--- config.mk ---
export PLATFORM = sky130hd
export DESIGN_NAME = register_manager
export DESIGN_NICKNAME = d
export VERILOG_FILES = /design/src/rtl/register_manager.sv
export SDC_FILE = /design/constraint.sdc
export NUM_CORES = 2
export LEC_CHECK = 0
export CORE_UTILIZATION = 50
export CTS_CLUSTER_SIZE = 14
export DETAILED_ROUTE_END_ITERATION = 10
export GPL_TIMING_DRIVEN = 0
export PLACE_DENSITY = 0.67
export SETUP_SLACK_MARGIN = 0.5
export SLEW_MARGIN = 20
export SYNTH_ARGS = -nofsm -noshare
export SYNTH_HDL_FRONTEND = slang
export SYNTH_SLANG_ARGS = --single-unit
export TNS_END_PERCENT = 5
--- constraint.sdc ---
create_clock -name clk -period 9.1 [get_ports clk]
set_clock_uncertainty 0.05 [all_clocks]
set_input_delay 1.365 -clock clk [delete_from_list [all_inputs] [get_ports clk]]
set_output_delay 1.365 -clock clk [all_outputs]
set_load 0.01 [all_outputs]
--- src/rtl/register_manager.sv ---
// register_manager: architectural integer register file with write-back commit,
// a per-register scoreboard of pending writes, two bypassed combinational read
// ports and a RAW/WAW hazard handshake for the issue stage. x0 reads as zero,
// is never written and is never reserved.
module register_manager #(
  parameter int xlen = 32,
  parameter int NREG = 32
) (
  input  logic            clk,
  input  logic            rst_n,
  input  logic [xlen-1:0] result,
  input  logic [4:0]      rd,
  input  logic            result_v,
  input  logic            issue_v,
  input  logic [4:0]      issue_rs1,
  input  logic [4:0]      issue_rs2,
  input  logic [4:0]      issue_rd,
  input  logic            issue_rd_v,
  output logic            issue_ready,
  output logic [xlen-1:0] rs1_data,
  output logic [xlen-1:0] rs2_data,
  output logic [NREG-1:0] busy_mask,
  output logic            wb_unexpected
);

  logic [xlen-1:0] regs [NREG];
  logic [NREG-1:0] busy;
  logic [NREG-1:0] busy_next;
  logic [NREG-1:0] commit_dec;
  logic [NREG-1:0] reserve_dec;
  logic            commit_en;
  logic            rs1_haz;
  logic            rs2_haz;
  logic            waw_haz;
  logic            issue_fire;
  logic            unexpected_now;

  // One-hot decode of a register index; x0 never decodes, so it can neither be
  // committed nor reserved.
  function automatic logic [NREG-1:0] decode(input logic [4:0] idx, input logic en);
    logic [NREG-1:0] d;
    d = '0;
    for (int r = 1; r < NREG; r++) begin
      if (en && (idx == 5'(r))) d[r] = 1'b1;
    end
    return d;
  endfunction

  // A source is hazardous only if it is reserved and not being retired by the
  // write-back arriving in this very cycle (that value is bypassed instead).
  function automatic logic src_hazard(input logic [4:0] sel,
                                      input logic [NREG-1:0] bsy,
                                      input logic [NREG-1:0] cdec);
    return bsy[sel] && !cdec[sel];
  endfunction

  // Commit decode is shared by bypass, hazard masking and scoreboard clear.
  always_comb begin
    commit_en  = result_v && (rd != 5'd0);
    commit_dec = decode(rd, result_v);
  end

  // Read port 1: x0 is zero, in-flight write-back wins over the stored value.
  always_comb begin
    rs1_data = regs[issue_rs1];
    if (issue_rs1 == 5'd0)
      rs1_data = '0;
    else if (result_v && (rd == issue_rs1))
      rs1_data = result;
  end

  // Read port 2: same priority as port 1.
  always_comb begin
    rs2_data = regs[issue_rs2];
    if (issue_rs2 == 5'd0)
      rs2_data = '0;
    else if (result_v && (rd == issue_rs2))
      rs2_data = result;
  end

  // Hazard detection; deliberately independent of issue_v so the issue stage
  // can look at issue_ready before deciding to present an instruction.
  always_comb begin
    rs1_haz     = src_hazard(issue_rs1, busy, commit_dec);
    rs2_haz     = src_hazard(issue_rs2, busy, commit_dec);
    waw_haz     = issue_rd_v && src_hazard(issue_rd, busy, commit_dec);
    issue_ready = !(rs1_haz || rs2_haz || waw_haz);
    issue_fire  = issue_v && issue_ready && issue_rd_v;
  end

  // Next scoreboard: a reservation in the same cycle as a commit to the same
  // register wins, because the new writer is still outstanding.
  always_comb begin
    reserve_dec    = decode(issue_rd, issue_fire);
    busy_next      = (busy & ~commit_dec) | reserve_dec;
    busy_next[0]   = 1'b0;
    unexpected_now = commit_en && !busy[rd];
  end

  // Scoreboard register; reset discards every outstanding reservation.
  always_ff @(posedge clk or negedge rst_n) begin
    if (!rst_n)
      busy <= '0;
    else
      busy <= busy_next;
  end

  // Sticky flag for write-backs that had no matching reservation.
  always_ff @(posedge clk or negedge rst_n) begin
    if (!rst_n)
      wb_unexpected <= 1'b0;
    else if (unexpected_now)
      wb_unexpected <= 1'b1;
  end

  // Register file commit; an unexpected write-back is still committed.
  always_ff @(posedge clk or negedge rst_n) begin
    if (!rst_n) begin
      for (int i = 0; i < NREG; i++) regs[i] <= '0;
    end else if (commit_en) begin
      regs[rd] <= result;
    end
  end

  assign busy_mask = busy;

endmodule
Yosys cells after proc, flatten, opt, wreduce, memory -nomap -nowiden
Cells that the tools add are included.
{ "word_totals": {"wordCells": 284, "reg_bits": 1056, "input_bits": 57, "out_inout_bits": 98} }
{ "classes": {"eq_ne": 64, "magnitude_cmp": 8, "mux": 89, "n_reduce_logical": 83, "n_bitwise": 6} }
{ "ops": {"columns": ["operator", "n"], "rows": [
  ["bitwise mux 1024 bit", 1],
  ["binary-select mux 32 bit (select 5 bit)", 2],
  ["2-to-1 mux 32 bit", 9],
  ["demux 32 bit (select 5 bit)", 1],
  ["equality test 5 bit, second input constant", 32],
  ["equality test 5 x 4 -> 1 bit, second input constant", 16],
  ["logical AND 1 bit", 73],
  ["2-to-1 mux 1 bit", 69],
  ["equality test 5 x 3 -> 1 bit, second input constant", 8],
  ["binary-select mux 1 bit (select 5 bit)", 7],
  ["AND 32 bit", 1],
  ["inverter 32 bit", 1],
  ["OR 32 bit", 1],
  ["less-than comparator 5 x 6 -> 1 bit, second input constant", 4],
  ["equality test 5 x 2 -> 1 bit, second input constant", 4],
  [">= comparator 6 bit, second input constant", 3],
  ["inverter 5 -> 6 bit", 3],
  ["equality test 5 x 1 -> 1 bit, second input constant", 2],
  ["equality test 5 bit", 2],
  ["zero test 5 bit", 2],
  ["less-than comparator 6 x 1 -> 1 bit, second input constant", 1],
  ["zero test 1 bit", 5],
  ["nonzero test 5 bit", 1],
  ["logical OR 1 bit", 2]
]} }

Longest topological paths before layout
{ "depth": {"word_depth": 15, "depth_mapped": 11, "depth_no_buf": 7} }

Worst setup path before layout
Ideal clock, no wire load.
{ "synth_timing": {"path_kind": "input-to-output", "startpoint": "input issue_rs2[0]", "endpoint": "output rs2_data[14]", "path_slack_ps": 4122, "t_arrival_ps": 3563, "path_stages": 8, "path_buffers": 4, "required_ps": 7685, "path_cell_list": "buf_2 > buf_2 > buf_2 > buf_2 > mux4_2 > mux4_2 > mux2i_1 > a211oi_1"} }
{ "synth_via": {"elab_chain_len": 6, "elab_cells_between_ends": 9, "classes_between": "eq/ne (1); mux (5); bitwise (1); reduce/logical (2)"} }
{ "synth_lines": {"columns": ["item", "line_no", "rtl"], "rows": [
  ["from (decl)", "16", "input logic [4:0] issue_rs2,"],
  ["inverter 5 -> 6 bit (not written as such)", "74", "rs2_data = regs[issue_rs2];"],
  ["binary-select mux 32 bit (select 5 bit)", "74", null],
  ["2-to-1 mux 32 bit (not written as such) (2 in series)", "74", null],
  ["2-to-1 mux 32 bit", "77", "else if (result_v && (rd == issue_rs2))"],
  ["2-to-1 mux 32 bit (*)", "75", "if (issue_rs2 == 5'd0)"],
  ["to (decl)", "21", "output logic [xlen-1:0] rs2_data,"]
]} }
Mark *: on every way between the ends. The rest lies on a longest branch, timed or not. The select of a mux whose other input is x is not followed.

Worst setup path after layout
{ "layout_timing": {"startpoint": "input issue_rs2[1]", "endpoint": "output rs2_data[31]"} }
The elaborated chain is that of the path after synthesis.

==> PnR_summary.wiki <==
{| class="wikitable"
! Metric !! Value
|-
| Relative contribution of combinational cells to total power || 23.3%
|-
| Chip width || between 300 and 400 um
|-
| Number of cells in the design after placement || ~5300
|-
| Top_reg_cell synth || sky130_fd_sc_hd__dfrtp_1
|-
| Routability-driven placement congestion ratio || a little under 1
|-
| Detail Placement HPWL || between 100 and 150 mm
|-
| Synthesized cell area || around 0.057 sq mm
|-
| Number of buffers added by the clock tree synthesis step || approximately 120
|-
| Overall global routing resource usage || 39.83%
|-
| Mean routed wirelength per cell || between 40 and 50 um
|-
| Leading cell type in the layout, fill and taps excluded || sky130_fd_sc_hd__dfrtp_1
|-
| Residual antenna-violating net count after detailed routing || 0
|-
| Async set-reset flop share out of synthesis || 100.0%
|-
| Total I/O pin count || ~160
|-
| Vias per cell || 7.295
|-
| Setup bufs post-CTS || 0
|-
| Cells after synthesis || 3638
|-
| Worst slew slack as a fraction of its limit || ~12%
|-
| Pin count of the biggest net entering global routing || 143
|-
| H-tree levels || 3
|-
| P_sw || roughly 4.2 mW
|-
| Launch point of the worst reg-to-reg path || busy_mask[9]
|-
| Unrepaired setup endpoints after global routing || false
|-
| Total core area || 0.1131 sq mm
|-
| Cell internal pwr || about 10 mW
|-
| Maximum fanout encountered on the critical timing path || 10
|-
| Top achievable clock speed || roughly 130 MHz
|-
| Wire length of the first global-routing pass || around 320 mm
|-
| Fraction of final layout cells sized beyond drive strength 1 || 52.23%
|-
| Endpoint of the lowest-slack register-to-register path || busy_mask[16]
|-
| Worst-margin pin slew || between 1 and 1.5 ns
|-
| Max Transition Viols Final || 0
|-
| Area growth, synth to finish || 13.97%
|-
| Die Outline Area || 0.1162 sq mm
|-
| Share of total power in the clock network || between 30% and 40%
|-
| Final std cells w/o fill || 5522
|-
| Sink Count || 1056
|-
| Clock tree from TritonCTS || done
|-
| Endpoint required time on the critical path || slightly below 8 ns
|-
| Worst EP arrival || about 6.4 ns
|-
| Peak supply drop || ~0.00016 V
|-
| GRT Residual Overflow || 0
|-
| Number of rows in the core area || 123
|-
| Yosys warning count || 0
|-
| Post-synthesis area per instance || 15.78 sq um
|-
| Net count, final || 3982
|-
| Number of port buffers || between 100 and 150
|-
| Final wirelength || between 200 and 250 mm
|-
| Sequential cell area fraction in the yosys report || a little under half
|-
| Clock slew at the register clock pins of the worst setup and hold paths || roughly 0.06 ns
|-
| Max-cap check violation count || 0
|-
| Number of setup violations in the final report || 0
|-
| Register bit count reported by yosys || approximately 1100
|-
| Core occupancy in the finished layout || roughly 58%
|-
| Final worst setup slack || approximately 1.3 ns
|-
| Number of remaining DRC errors || 0
|-
| Post-route design area || between 0.06 and 0.07 sq mm
|-
| Number of search-and-repair iterations in the first detailed-routing pass || 6
|-
| Clock root buffer master || sky130_fd_sc_hd__clkbuf_16
|-
| Most frequent cells in the layout || sky130_fd_sc_hd__dfrtp_1 (1056), sky130_fd_sc_hd__mux2_2 (995), sky130_fd_sc_hd__mux4_2 (664)
|-
| TNS Setup || 0 ns
|-
| Total via count in the routed design || between 40000 and 50000
|-
| Setup slack at placement || 1.671 ns
|-
| Count of flip-flops with a built-in enable after synthesis || 0
|-
| R2r setup slk || 6.41 ns
|-
| HP Class || register to register
|-
| Number of antenna violations at the first check in global routing || 9
|-
| Via count of the first global-routing pass || 39838
|-
| Filler cell count || 8814
|-
| Net count after synthesis || ~3700
|-
| Start-to-end type of the worst setup path || input port to output pin
|-
| Resize count post-CTS || 0
|-
| Critical path startpoint || issue_rs2[1]
|-
| Switching power as a share of total power || between 20% and 30%
|-
| Post-layout minimum cycle time || around 8 ns
|-
| Leak Pwr || between 20 and 30 nW
|-
| Pwr Density || between 200 and 250 mW/mm^2
|-
| Post-route clock period utilization || a little under nine tenths
|-
| Sequential cell fraction of total power || 42.9%
|-
| Violation count after the first detailed-routing iteration || 6076
|-
| Cell depth of the worst min-delay path || 1
|-
| Nature of the critical path startpoint || input port
|-
| Cts-stage hold buffer count || 0
|-
| Worst reg2reg path depth || 8
|-
| Chip Height || approximately 340 um
|-
| Last element of the critical path || rs2_data[31]
|-
| Initial core utilization || ~50%
|-
| Buffer depth of the longest clock path || 3
|-
| Count of endpoints failing hold in the final timing report || 0
|-
| Post-detailed-placement cell area || 0.06147 sq mm
|-
| Number of distinct standard cells referenced by the synthesized netlist || 55
|-
| Insertion delay to the later sink of the worst-skew pair || 0.72 ns
|-
| Critical Path End Type || output pin
|-
| Status || finished clean
|}
-- power groups by stage --
stage / registers (mW) / logic, mW / clock network (mW)
after floorplan: 6.07 / 2.30 / 0
after global placement: 6.28 / 3.26 / 0
after detailed placement: 6.29 / 3.35 / 0
after CTS: 6.21 / 3.36 / 4.91
after global routing: 6.35 / 3.55 / 5.09
final: 6.25 / 3.41 / 4.93
-- through the flow --
stage	hold slack (ns)	power (mW)
finish	0.4317	14.59
detailed placement	0.4149	9.636
floorplan	0.3913	8.373
global route	0.4475	14.99
global placement	0.4024	9.534
CTS	0.4309	14.48
-- cell families (layout without fill, tap and decap cells) --
kind of cell | count (synthesis) | count (layout) | synth area share (%)
DFF | 1056 | 1056 | 46.04
AOI/OAI and AO/OA | 160 | 160 | 1.892
muxes | 1733 | 1733 | 46.86
buffers and inverters | 443 | 826 | 3.093
other | 1 | 2 | 0.006533
xor gates and xnor gates | 13 | 13 | 0.1984
and+or+nand+nor | 232 | 232 | 1.912
-- cells in the mapped netlist, types with 2 or more instances --
library cell	instances	share of area (%)
sky130_fd_sc_hd__a21oi_1	5	0.044
sky130_fd_sc_hd__o21ai_0	21	0.18
sky130_fd_sc_hd__and4_1	2	0.031
sky130_fd_sc_hd__or2_2	4	0.044
sky130_fd_sc_hd__nand2b_1	4	0.044
sky130_fd_sc_hd__a211oi_1	69	0.90
sky130_fd_sc_hd__mux2i_1	74	1.3
sky130_fd_sc_hd__a311oi_1	3	0.046
sky130_fd_sc_hd__and2_1	6	0.065
sky130_fd_sc_hd__nor4_1	2	0.022
sky130_fd_sc_hd__o311a_1	3	0.052
sky130_fd_sc_hd__a31oi_1	2	0.022
sky130_fd_sc_hd__o211ai_1	4	0.052
sky130_fd_sc_hd__xnor2_1	4	0.061
sky130_fd_sc_hd__o21bai_1	2	0.026
sky130_fd_sc_hd__mux4_2	664	26
sky130_fd_sc_hd__nor3_1	7	0.061
sky130_fd_sc_hd__or3_1	3	0.033
sky130_fd_sc_hd__buf_1	59	0.39
sky130_fd_sc_hd__buf_2	87	0.76
sky130_fd_sc_hd__inv_1	7	0.046
sky130_fd_sc_hd__o22ai_1	3	0.033
sky130_fd_sc_hd__and3_1	5	0.054
sky130_fd_sc_hd__nor4bb_1	2	0.035
sky130_fd_sc_hd__dfrtp_1	1056	46
sky130_fd_sc_hd__xor2_1	9	0.14
sky130_fd_sc_hd__a31o_2	3	0.046
sky130_fd_sc_hd__nand2_1	51	0.33
sky130_fd_sc_hd__nand4b_1	2	0.031
sky130_fd_sc_hd__nor2b_1	9	0.098
sky130_fd_sc_hd__o21ai_1	31	0.27
sky130_fd_sc_hd__clkbuf_1	289	1.9
sky130_fd_sc_hd__nand3_1	25	0.22
sky130_fd_sc_hd__nor2_1	98	0.64
sky130_fd_sc_hd__nand4_1	5	0.054
sky130_fd_sc_hd__mux2_2	995	20
sky130_fd_sc_hd__o311ai_0	4	0.061
sky130_fd_sc_hd__nand4bb_1	2	0.039
-- worst min-delay path by stage --
stage / slack, ns / start / endpoint
final: 0.43 / regs[997] / regs[997]
after global routing: 0.45 / regs[1006] / regs[1006]
after CTS: 0.43 / regs[999] / regs[999]
after detailed placement: 0.41 / regs[1011] / regs[1011]
after global placement: 0.40 / regs[1011] / regs[1011]
after floorplan: 0.39 / regs[1000] / regs[1000]
-- sequential cells by signal, summed over array words and instances, names as in the netlist --
signal and cells:
regs 1024, busy_mask 31, wb_unexpected 1
-- layer usage --
metal | GRT usage (%) | vias up | part of all wire [%]
li1 | - | 14782 | -
met1 | 51.30 | 21453 | 36
met2 | 55.76 | 3154 | 42
met3 | 16.92 | 875 | 14
met4 | 24.34 | 18 | 7.5
met5 | 0.8578 | - | 0.073
-- worst max-delay path: stages --
cell and delay [ns]:
sky130_fd_sc_hd__clkdlybuf4s50_1 0.65, sky130_fd_sc_hd__buf_2 0.43, sky130_fd_sc_hd__clkbuf_1 0.76, sky130_fd_sc_hd__clkbuf_2 0.72
sky130_fd_sc_hd__mux4_2 0.36, sky130_fd_sc_hd__mux4_2 0.25, sky130_fd_sc_hd__mux2i_1 0.07, sky130_fd_sc_hd__a211oi_1 1.06
sky130_fd_sc_hd__clkdlybuf4s50_1 0.72
-- final cells by class --
type	count	area, sq um	share of cell area (%)
Antenna cell	1	2.502	0.003825
Clock inverter	43	518.0	0.7918
Buffer	436	1911	2.920
Inverter	7	26.28	0.04016
Sequential cell	1056	26430	40.39
Tap cell	1500	1877	2.869
Clock buffer	170	3378	5.164
Timing Repair Buffer	170	2069	3.163
Multi-Input combinational cell	2139	29210	44.66
(Power assumes the default switching activity.)
